==> src/rtl/regfile_wb_arbiter_pkg.sv <==
// Shared definitions for the register-file writeback arbiter.
// Provides the register address width, the arbiter state encoding and
// the default sizing parameters used by the top and its FIFO.
package regfile_wb_arbiter_pkg;

  localparam int unsigned REG_ADDR_W       = 5;
  localparam int unsigned DEFAULT_XLEN     = 32;
  localparam int unsigned DEFAULT_DEPTH    = 4;
  localparam int unsigned DEFAULT_MAX_WAIT = 8;

  // Records which source won the RF write port in the last cycle.
  typedef enum logic [1:0] {
    S_IDLE  = 2'd0,
    S_EX    = 2'd1,
    S_MEM   = 2'd2,
    S_FORCE = 2'd3
  } wb_state_e;

endpackage

==> src/rtl/regfile_wb_arbiter_wb_fifo.sv <==
// Load-return buffer: synchronous DEPTH x WIDTH FIFO.
// Ports:
//   CLK, RST        clock (rising edge), asynchronous active-low reset
//   push, wdata     write request and entry
//   pop, rdata      read request and head entry (rdata valid when !empty)
//   full, empty     occupancy flags from the registered count
//   count           registered number of stored entries
// Push and pop in the same cycle are allowed at any occupancy, including full.
module regfile_wb_arbiter_wb_fifo #(
  parameter int unsigned WIDTH = 37,
  parameter int unsigned DEPTH = 4
) (
  input  logic                     CLK,
  input  logic                     RST,
  input  logic                     push,
  input  logic [WIDTH-1:0]         wdata,
  input  logic                     pop,
  output logic [WIDTH-1:0]         rdata,
  output logic                     full,
  output logic                     empty,
  output logic [$clog2(DEPTH):0]   count
);

  localparam int unsigned PTR_W = $clog2(DEPTH);
  localparam logic [PTR_W:0] CNT_FULL = (PTR_W+1)'(DEPTH);
  localparam logic [PTR_W:0] CNT_ONE  = (PTR_W+1)'(1);

  logic [WIDTH-1:0] mem_q [DEPTH];
  logic [PTR_W-1:0] wr_ptr_q, wr_ptr_d;
  logic [PTR_W-1:0] rd_ptr_q, rd_ptr_d;
  logic [PTR_W:0]   count_q, count_d;
  logic             do_push, do_pop;

  assign full  = (count_q == CNT_FULL);
  assign empty = (count_q == '0);
  assign count = count_q;
  assign rdata = mem_q[rd_ptr_q];

  always_comb begin
    do_pop   = pop && !empty;
    // A pop frees the head slot in the same cycle, so a full FIFO can still take a push.
    do_push  = push && (!full || do_pop);
    // Pointers wrap by natural overflow (DEPTH is a power of two).
    wr_ptr_d = wr_ptr_q + PTR_W'(do_push);
    rd_ptr_d = rd_ptr_q + PTR_W'(do_pop);
    count_d  = count_q;
    if (do_push && !do_pop) begin
      count_d = count_q + CNT_ONE;
    end else if (do_pop && !do_push) begin
      count_d = count_q - CNT_ONE;
    end
  end

  always_ff @(posedge CLK or negedge RST) begin
    if (!RST) begin
      wr_ptr_q <= '0;
      rd_ptr_q <= '0;
      count_q  <= '0;
    end else begin
      wr_ptr_q <= wr_ptr_d;
      rd_ptr_q <= rd_ptr_d;
      count_q  <= count_d;
    end
  end

  // Storage is not reset; the count makes stale entries invisible.
  always_ff @(posedge CLK) begin
    if (do_push) begin
      mem_q[wr_ptr_q] <= wdata;
    end
  end

endmodule

==> src/rtl/regfile_wb_arbiter.sv <==
// Register-file write-port arbiter.
// Shares the single RF write port (A3/WD/WE) between execute writeback and
// load returns. Load returns are buffered in a FIFO and drained into free
// slots; a head that waits too long, or a full FIFO with another return
// pending, forces a drain and stalls execute. A scoreboard tracks registers
// with outstanding loads for hazard lookups.
// Ports:
//   CLK, RST                       clock, asynchronous active-low reset
//   ex_valid/ex_rd/ex_data         execute writeback request
//   ex_stall                       execute must hold its request this cycle
//   mem_valid/mem_rd/mem_data      load return; mem_ready = FIFO not full
//   lsu_issue/lsu_rd               load issued, marks lsu_rd busy
//   rs1/rs2/rd_addr -> *_busy      outstanding-load hazard lookups
//   A3/WD/WE                       registered RF write (one cycle after grant)
module regfile_wb_arbiter
  import regfile_wb_arbiter_pkg::*;
#(
  parameter int unsigned XLEN     = DEFAULT_XLEN,
  parameter int unsigned DEPTH    = DEFAULT_DEPTH,
  parameter int unsigned MAX_WAIT = DEFAULT_MAX_WAIT
) (
  input  logic                  CLK,
  input  logic                  RST,
  input  logic                  ex_valid,
  input  logic [REG_ADDR_W-1:0] ex_rd,
  input  logic [XLEN-1:0]       ex_data,
  output logic                  ex_stall,
  input  logic                  mem_valid,
  input  logic [REG_ADDR_W-1:0] mem_rd,
  input  logic [XLEN-1:0]       mem_data,
  output logic                  mem_ready,
  input  logic                  lsu_issue,
  input  logic [REG_ADDR_W-1:0] lsu_rd,
  input  logic [REG_ADDR_W-1:0] rs1_addr,
  input  logic [REG_ADDR_W-1:0] rs2_addr,
  input  logic [REG_ADDR_W-1:0] rd_addr,
  output logic                  rs1_busy,
  output logic                  rs2_busy,
  output logic                  rd_busy,
  output logic [REG_ADDR_W-1:0] A3,
  output logic [XLEN-1:0]       WD,
  output logic                  WE
);

  localparam int unsigned CNT_W = $clog2(DEPTH) + 1;
  localparam int unsigned AGE_W = $clog2(MAX_WAIT + 1);
  localparam int unsigned ENT_W = REG_ADDR_W + XLEN;
  localparam logic [AGE_W-1:0] AGE_FORCE = AGE_W'(MAX_WAIT - 1);
  localparam logic [AGE_W-1:0] AGE_SAT   = AGE_W'(MAX_WAIT);
  localparam logic [AGE_W-1:0] AGE_ONE   = AGE_W'(1);
  localparam logic [CNT_W-1:0] CNT_FULL  = CNT_W'(DEPTH);

  wb_state_e             state_q, state_d;
  logic [AGE_W-1:0]      age_q, age_d;
  logic [31:0]           busy_q, busy_d;
  logic [REG_ADDR_W-1:0] a3_q, a3_d;
  logic [XLEN-1:0]       wd_q, wd_d;
  logic                  we_q, we_d;

  logic                  fifo_push, fifo_pop, fifo_full, fifo_empty;
  logic [CNT_W-1:0]      fifo_count;
  logic [ENT_W-1:0]      fifo_rdata;
  logic [REG_ADDR_W-1:0] head_rd;
  logic [XLEN-1:0]       head_data;
  logic                  force_grant, grant;
  logic [REG_ADDR_W-1:0] grant_rd;
  logic [XLEN-1:0]       grant_data;

  regfile_wb_arbiter_wb_fifo #(
    .WIDTH (ENT_W),
    .DEPTH (DEPTH)
  ) u_fifo (
    .CLK   (CLK),
    .RST   (RST),
    .push  (fifo_push),
    .wdata ({mem_rd, mem_data}),
    .pop   (fifo_pop),
    .rdata (fifo_rdata),
    .full  (fifo_full),
    .empty (fifo_empty),
    .count (fifo_count)
  );

  assign {head_rd, head_data} = fifo_rdata;
  assign mem_ready = (fifo_count != CNT_FULL);
  assign fifo_push = mem_valid && mem_ready;
  assign ex_stall  = force_grant;

  assign rs1_busy = busy_q[rs1_addr];
  assign rs2_busy = busy_q[rs2_addr];
  assign rd_busy  = busy_q[rd_addr];

  assign A3 = a3_q;
  assign WD = wd_q;
  assign WE = we_q;

  always_comb begin
    // A forced grant always resets age and leaves the FIFO below full, so the
    // S_FORCE guard only enforces a single forced grant per entry into S_FORCE.
    force_grant = !fifo_empty && (state_q != S_FORCE) &&
                  ((age_q >= AGE_FORCE) || (fifo_full && mem_valid));
    state_d    = S_IDLE;
    fifo_pop   = 1'b0;
    grant      = 1'b0;
    grant_rd   = '0;
    grant_data = '0;
    if (force_grant) begin
      state_d    = S_FORCE;
      fifo_pop   = 1'b1;
      grant      = 1'b1;
      grant_rd   = head_rd;
      grant_data = head_data;
    end else if (ex_valid) begin
      state_d    = S_EX;
      grant      = 1'b1;
      grant_rd   = ex_rd;
      grant_data = ex_data;
    end else if (!fifo_empty) begin
      state_d    = S_MEM;
      fifo_pop   = 1'b1;
      grant      = 1'b1;
      grant_rd   = head_rd;
      grant_data = head_data;
    end

    // x0 grants still consume their slot but never write.
    we_d = grant && (grant_rd != '0);
    a3_d = grant ? grant_rd : a3_q;
    wd_d = grant ? grant_data : wd_q;

    age_d = age_q;
    if (fifo_empty || fifo_pop) begin
      age_d = '0;
    end else if (age_q != AGE_SAT) begin
      age_d = age_q + AGE_ONE;
    end

    // Clear before set so an issue to the same register in the same cycle wins.
    busy_d = busy_q;
    if (fifo_pop) begin
      busy_d[head_rd] = 1'b0;
    end
    if (lsu_issue) begin
      busy_d[lsu_rd] = 1'b1;
    end
    busy_d[0] = 1'b0;
  end

  always_ff @(posedge CLK or negedge RST) begin
    if (!RST) begin
      state_q <= S_IDLE;
      age_q   <= '0;
      busy_q  <= '0;
      a3_q    <= '0;
      wd_q    <= '0;
      we_q    <= 1'b0;
    end else begin
      state_q <= state_d;
      age_q   <= age_d;
      busy_q  <= busy_d;
      a3_q    <= a3_d;
      wd_q    <= wd_d;
      we_q    <= we_d;
    end
  end

endmodule
==> config.mk <==
export PLATFORM = sky130hd
export DESIGN_NAME = regfile_wb_arbiter
export DESIGN_NICKNAME = d
export VERILOG_FILES = /design/src/rtl/regfile_wb_arbiter_pkg.sv /design/src/rtl/regfile_wb_arbiter_wb_fifo.sv /design/src/rtl/regfile_wb_arbiter.sv
export SDC_FILE = /design/constraint.sdc
export NUM_CORES = 1
export LEC_CHECK = 0
export BUFFER_PORTS_ARGS = -buffer_cell sky130_fd_sc_hd__buf_4
export CAP_MARGIN = 30
export CORE_MARGIN = 3
export CORE_UTILIZATION = 55
export CTS_BUF_LIST = sky130_fd_sc_hd__clkbuf_4 sky130_fd_sc_hd__clkbuf_8 sky130_fd_sc_hd__clkbuf_16
export DETAILED_ROUTE_END_ITERATION = 10
export PLACE_DENSITY = 0.77
export SLEW_MARGIN = 20
export SYNTH_ARGS = -nofsm -noshare
export SYNTH_HDL_FRONTEND = slang
export SYNTH_SLANG_ARGS = --single-unit
==> constraint.sdc <==
create_clock -name CLK -period 4.44 [get_ports CLK]
set_input_delay 0.666 -clock CLK [delete_from_list [all_inputs] [get_ports CLK]]
set_output_delay 0.666 -clock CLK [all_outputs]
set_load 0.01 [all_outputs]
# After elaboration in Yosys (flattened, before gate mapping)
# Memory sizes are Yosys's and may differ from the RTL's.
# Index checks and enable logic that the tools add are counted.
[word_totals] register_bits=82 mem_bits_rw=148 inputBits=99 out_inout_bits=43 wordCells=84 memories=1
[mem_list] name="u_fifo.mem_q" depth=4 word_bits=37 read_ports=1 rd_ports_with_merged_regs=0 write_ports=1 line="regfile_wb_arbiter_wb_fifo.sv:28" source="logic [WIDTH-1:0] mem_q [DEPTH];"
[classes] n_addsub=5 magnitude_cmp=8 eq_ne=4 muxes=32 n_bitwise=3 reduce_logical=22
[op_table] operator="$mux 32" count=5
[op_table] operator="$and 32x32->32" count=1
[op_table] operator="$not 32->32" count=1
[op_table] operator="$or 32x32->32" count=1
[op_table] operator="$lt 5x6->1 const B" count=5
[op_table] operator="$bmux 1 s5" count=3
[op_table] operator="$mux 5" count=3
[op_table] operator="$mux 1" count=12
[op_table] operator="$logic_and 1x1->1" count=11
[op_table] operator="$demux 1 s5" count=2
[op_table] operator="$ge 5x1->1 const B" count=2
[op_table] operator="$mux 4" count=2
[op_table] operator="$mux 2" count=3
[op_table] operator="$mux 3" count=2
[op_table] operator="$reduce_bool 5->1" count=1
[op_table] operator="$add 2x1->2" count=2
[op_table] operator="$add 4x1->4 const B" count=1
[op_table] operator="$ge 4x3->1 const B" count=1
[op_table] operator="$logic_not 1->1" count=4
[op_table] operator="$ne 4x4->1 const B" count=1
[op_table] operator="$reduce_bool 2->1" count=2
[op_table] operator="$add 3x1->3 const B" count=1
[op_table] operator="$eq 3x3->1 const B" count=1
[op_table] operator="$logic_not 3->1" count=1
[op_table] operator="4 further kinds" count=6

# Logic depth before layout (Yosys ltp)
[logic_depth] word_depth=12 ltp_mapped=13 depth_no_buf=11

# Modules after synthesis
# Synthesis repeated with hierarchy kept, for this count alone.
[hier_totals] cells_unflattened=633 area_unflattened_um2=9954.5
[by_module_without_submodules] mod="regfile_wb_arbiter_wb_fifo" n_inst=1 cells_per_inst=224 area_each_um2=5761.8 seq_area_each_um2=4619.4
[by_module_without_submodules] mod="regfile_wb_arbiter" n_inst=1 cells_per_inst=409 area_each_um2=4192.8 seq_area_each_um2=1876.8

# Least setup slack after synthesis
# Ideal clock, no wire load.
[synth_timing] path_kind="register -> register" start="register u_fifo.count_q[0], in the netlist u_fifo.count[0]" end="memory u_fifo.mem_q[2][0], enable pin" setup_ps=485 t_arrival_ps=3511 required_time_ps=3955 path_slack_ps=444 stages_incl_launch_ff=5 cell_sequence="dfrtp_1 -> nor2_1 -> nand2_1 -> nand2_1 -> nor3b_1"
[synth_between] word_cells_on_any_way=18 classes_between="2 x eq/ne; 5 x mux; 11 x reduce/logical"
[synth_rtl] item="from (decl)" line="regfile_wb_arbiter_wb_fifo.sv:31" source="logic [PTR_W:0] count_q, count_d;"
[synth_rtl] item="from (signal assigned)" line="regfile_wb_arbiter_wb_fifo.sv:62" source="count_q <= count_d;"
[synth_rtl] item="$ne 3x3->1" line="regfile_wb_arbiter.sv:85" source="assign mem_ready = (fifo_count != CNT_FULL);"
[synth_rtl] item="named net mem_ready" line="regfile_wb_arbiter.sv:31" source="output logic mem_ready,"
[synth_rtl] item="$logic_and 1x1->1" line="regfile_wb_arbiter.sv:86" source="assign fifo_push = mem_valid && mem_ready;"
[synth_rtl] item="$logic_and 1x1->1" line="regfile_wb_arbiter_wb_fifo.sv:42" source="do_push = push && (!full || do_pop);"
[synth_rtl] item="$mux 1" line="regfile_wb_arbiter_wb_fifo.sv:68" source="if (do_push) begin"
[synth_rtl] item="$mux 1 (implied by the code)" line="regfile_wb_arbiter_wb_fifo.sv:69" source="mem_q[wr_ptr_q] <= wdata;"
[synth_rtl] item="to (decl)" line="regfile_wb_arbiter_wb_fifo.sv:28"
# The timed path passes the listed nets, and every way through them passes these cells.

# Worst setup path in the final report
[layout_timing] start="register busy_q[4]" end="output rd_busy"
[layout_between] elab_chain_cells=2
[layout_lines] item="from (decl)" line="regfile_wb_arbiter.sv:55" source="logic [31:0] busy_q, busy_d;"
[layout_lines] item="from (signal assigned)" line="regfile_wb_arbiter.sv:160" source="busy_q <= busy_d;"
[layout_lines] item="$bmux 1 s5" line="regfile_wb_arbiter.sv:91" source="assign rd_busy = busy_q[rd_addr];"
[layout_lines] item="$mux 1 (implied by the code)" line="regfile_wb_arbiter.sv:91"
[layout_lines] item="to (decl)" line="regfile_wb_arbiter.sv:39" source="output logic rd_busy,"
# No other way between the ends. The select of a mux whose other input is x is not followed.

==> metrics.log <==
[metrics] most common library cell in the layout ignoring fill and taps: buf_4
[metrics] Initial Utilization: 57.27%
[metrics] Post-Route Skew: ~19 ps
[metrics] Hold Buf Count CTS: 0
[metrics] area of the placeable core: about 0.018 mm^2
[metrics] GR Overflow Total: 0
[metrics] slew margin rel.: 42.58%
[metrics] sum of met3 wire segment lengths after detailed routing: roughly 1.7 mm
[metrics] max-cap violation count: 0
[metrics] worst vdd rail ir drop: roughly 0.44 mV
[metrics] setup repair after global routing missed its margin: false
[metrics] count of input and output buffers: roughly 140
[metrics] fraction of final layout cells with drive strength greater than 1: a little over a third
[metrics] post-detail-place hpwl: approximately 15 mm
[metrics] part of the Yosys area used for sequential elements: about 64%
[metrics] post-detailed-route via-to-cell ratio: roughly 6.3
[metrics] die outline height: ~140 um
[metrics] drt drc: 0
[metrics] TritonCTS Buffers: 23
[metrics] number of nets with antenna violations after detailed routing: 0
[metrics] relative contribution of sequential cells to total power: a little over two fifths
[metrics] final core utilization: 69.13%
[metrics] final estimated routing congestion in global placement: 0.9138
[metrics] data required time of the critical path: 3770 ps
[metrics] largest fanout on the critical path: 4
[metrics] via count of the first global-routing pass: ~6800
[metrics] Peak Freq: between 300 and 400 MHz
[metrics] fill cell instance count of the final layout: between 1000 and 1500
[metrics] number of sinks on the clock net: 230
[metrics] HP Class: input port to async pin
[metrics] antenna diode count: 0
[metrics] synth warn: 0
[metrics] Max H-tree Level: 1
[metrics] growth of design area from synthesis to finish: 20.70%
[metrics] cell leakage power: ~4.6 nW
[metrics] Net count, final: 887
[metrics] routed length per instance: ~23 um
[metrics] Setup crit start: busy_q[4]$_DFF_PN0_
[metrics] met1 routed wirelength after detailed routing: about 9.4 mm
[metrics] syn_area_per_cell: between 15 and 20 um^2
[metrics] uppermost layer routed: met4
[metrics] cell area after placement: around 0.011 mm^2
[metrics] Routed Wire Length: ~23 mm
[metrics] transition at the pin with the smallest max-transition slack: between 800 and 900 ps
[metrics] NetSw: roughly 2.5 mW
[metrics] number of pins with negative max-slew slack in the final report: 0
[metrics] IO Pins: 142
[metrics] number of hold-slack violations in the final timing report: 0
[metrics] aggregate global-route resource usage: about a quarter
[metrics] Post-CTS Resized: 0
[metrics] first drt pass iteration count: 5
[metrics] final critical-path required period: around 3000 ps
[metrics] Detailed Route Iter0 Violations: ~420
[metrics] Switching Fraction: a little under a third
[metrics] Min Hold Slack: 185.5 ps
[metrics] startpoint-to-endpoint class of the critical path: flop to output port
[metrics] Data arrival, critical path: 2300 ps
[metrics] met2 routed wirelength: about 12 mm
[metrics] antenna violations before repair: 0
[metrics] result of the run: finished clean
[metrics] Reg2Reg Launch Point: age_q[0]$_DFFE_PN0P_
[metrics] final total power: about 8 mW
[metrics] clock slew at the register clock pins of the worst setup and hold paths: roughly 60 ps
[metrics] count of cell types in the netlist: 48
[metrics] Setup TNS Final: 0 ps
[metrics] wire length of the first global-routing pass: between 30 and 40 mm
[metrics] Clock Power Share: between 20% and 30%
[metrics] worst skew pair latency: approximately 510 ps
[metrics] setup violation total in the final timing report: 0
[metrics] relative contribution of combinational cells to total power: around a third
[metrics] syn_nets: around 750
[metrics] cell at the root of the clock tree: clkbuf_16
[metrics] register bit total from synthesis: 230
[metrics] gate count of the mapped netlist: approximately 640
[metrics] routed vias: 6432
[metrics] internal power component: roughly 5.5 mW
[metrics] postcts setup bufs: 0
[metrics] maximum number of buffers from clock root to sink: 3
[metrics] TritonCTS clock tree: done
[metrics] Die Outline Area: roughly 0.02 mm^2
[metrics] final worst path period share: between 60% and 70%
[metrics] maximum number of pins on one net before global-route repair: between 40 and 50
[metrics] cell area after layout: 0.01221 mm^2
[metrics] cell area after synthesis: around 0.010 mm^2
[metrics] Site Rows: between 40 and 50
[metrics] power per cell area: around 650 mW/mm^2
[metrics] type of element launching the critical path: flop
[metrics] crit path capture type: output port
[metrics] highest-count cells in the layout ignoring fill and taps: 149 x buf_4, 148 x edfxtp_1, 80 x dfrtp_1, 66 x nor2_1, 57 x mux4_2
[metrics] overall die width: between 100 and 150 um
## flip-flops by register name, indices dropped and copies added, names as in the netlist, 3 cells and up
| signal | cells |
|---|---|
| u_fifo.mem_q | 148 |
| WD | 32 |
| busy_q | 31 |
| A3 | 5 |
| age_q | 4 |
| u_fifo.count | 3 |
## metrics by stage
step,setup slack (ps),instances
after floorplan,443.8,641
after global placement,1576,979
after detailed placement,1506,980
after CTS,1475,1022
after global routing,1363,1024
final,1476,1024
## synth_stat cells (all sizes together)
cell	instances	area [um^2]
nand2	5	18.77
or2	3	21.28
a221o	37	370.4
and3	2	12.51
nand4b	3	26.28
xnor2	2	17.52
a2111oi	3	26.28
or4	4	30.03
a221oi	4	52.56
fa	1	20.02
a21oi	32	160.2
nand3b	9	67.56
clkbuf	10	37.54
mux4	57	1284
nand4	6	37.54
nor2b	7	46.30
mux2	5	56.30
or3b	4	35.03
a31o	1	8.760
edfxtp	148	4444
mux2i	4	40.04
nand3	6	30.03
nor4bb	4	40.04
buf	26	187.7
o22ai	1	6.260
nor3b	1	7.510
nor4	1	6.260
nand4bb	1	16.27
and4b	3	30.03
ha	5	62.56
nor3	40	222.7
xor2	6	52.55
nor2	68	257.8
and2	36	225.2
or3	1	6.260
nand2b	3	18.77
inv	8	30.03
nor4b	2	47.55
dfrtp	82	2052
## path summary, 6_finish.rpt
path / end / slack [ps] / depth (start not counted)
hold / removal: WD[31]$_DFFE_PN0P_ / 190 / 1
min in group CLK: u_fifo.mem_q[3][13]$_DFFE_PP_ / 350 / 1
max in group asynchronous: u_fifo.rd_ptr_q[0]$_DFF_PN0_ / 3600 / 2
setup reg to reg: u_fifo.count[2]$_DFFE_PN0P_ / 1620 / 11
hold reg to reg: A3[2]$_DFFE_PN0P_ / 590 / 2
setup / recovery: rd_busy / 1480 / 5
## metal layers
layer | vias to the layer above | GRT usage (%)
met1 | 3281 | 32.02
met5 | - | 0
met3 | 40 | 4.954
li1 | 2810 | -
met4 | 0 | 6.869
met2 | 301 | 39.17
## power groups by stage
stage	Clock, mW	Combinational [mW]	Sequential, mW
3_5_place_dp	0	2.50	3.47
4_1_cts	2.06	2.51	3.44
2_1_floorplan	0	1.71	3.32
6_report	2.03	2.51	3.44
5_1_grt	2.16	2.73	3.52
3_3_place_gp	0	2.42	3.42
## final cells by class
| type | count | area (um^2) | share of cell area (%) |
|---|---|---|---|
| inverter | 8 | 30.03 | 0.2460 |
| sequential | 230 | 6499 | 53.24 |
| clock inverter | 13 | 173.9 | 1.425 |
| tap | 225 | 281.5 | 2.307 |
| clock buffer | 29 | 633.1 | 5.187 |
| multi-input combinational | 367 | 3402 | 27.87 |
| timing repair buffer | 152 | 1186 | 9.718 |
## logic make-up after synthesis
| family | Yosys count | synth area share, % |
|---|---|---|
| xor+xnor | 8 | 0.6929 |
| fa+ha+maj | 6 | 0.8166 |
| mux | 66 | 13.65 |
| compound gates | 78 | 6.174 |
| simple gates | 209 | 11.90 |
| buf+inv | 44 | 2.524 |
| flops | 230 | 64.24 |
## critical path: stages, from the launching register on
cell,delay (ps)
dfrtp_1,440
mux4_2,470
inv_1,60
a2111oi_0,90
or4_1,560
buf_4,170
Power figures use the tool's default switching activity.
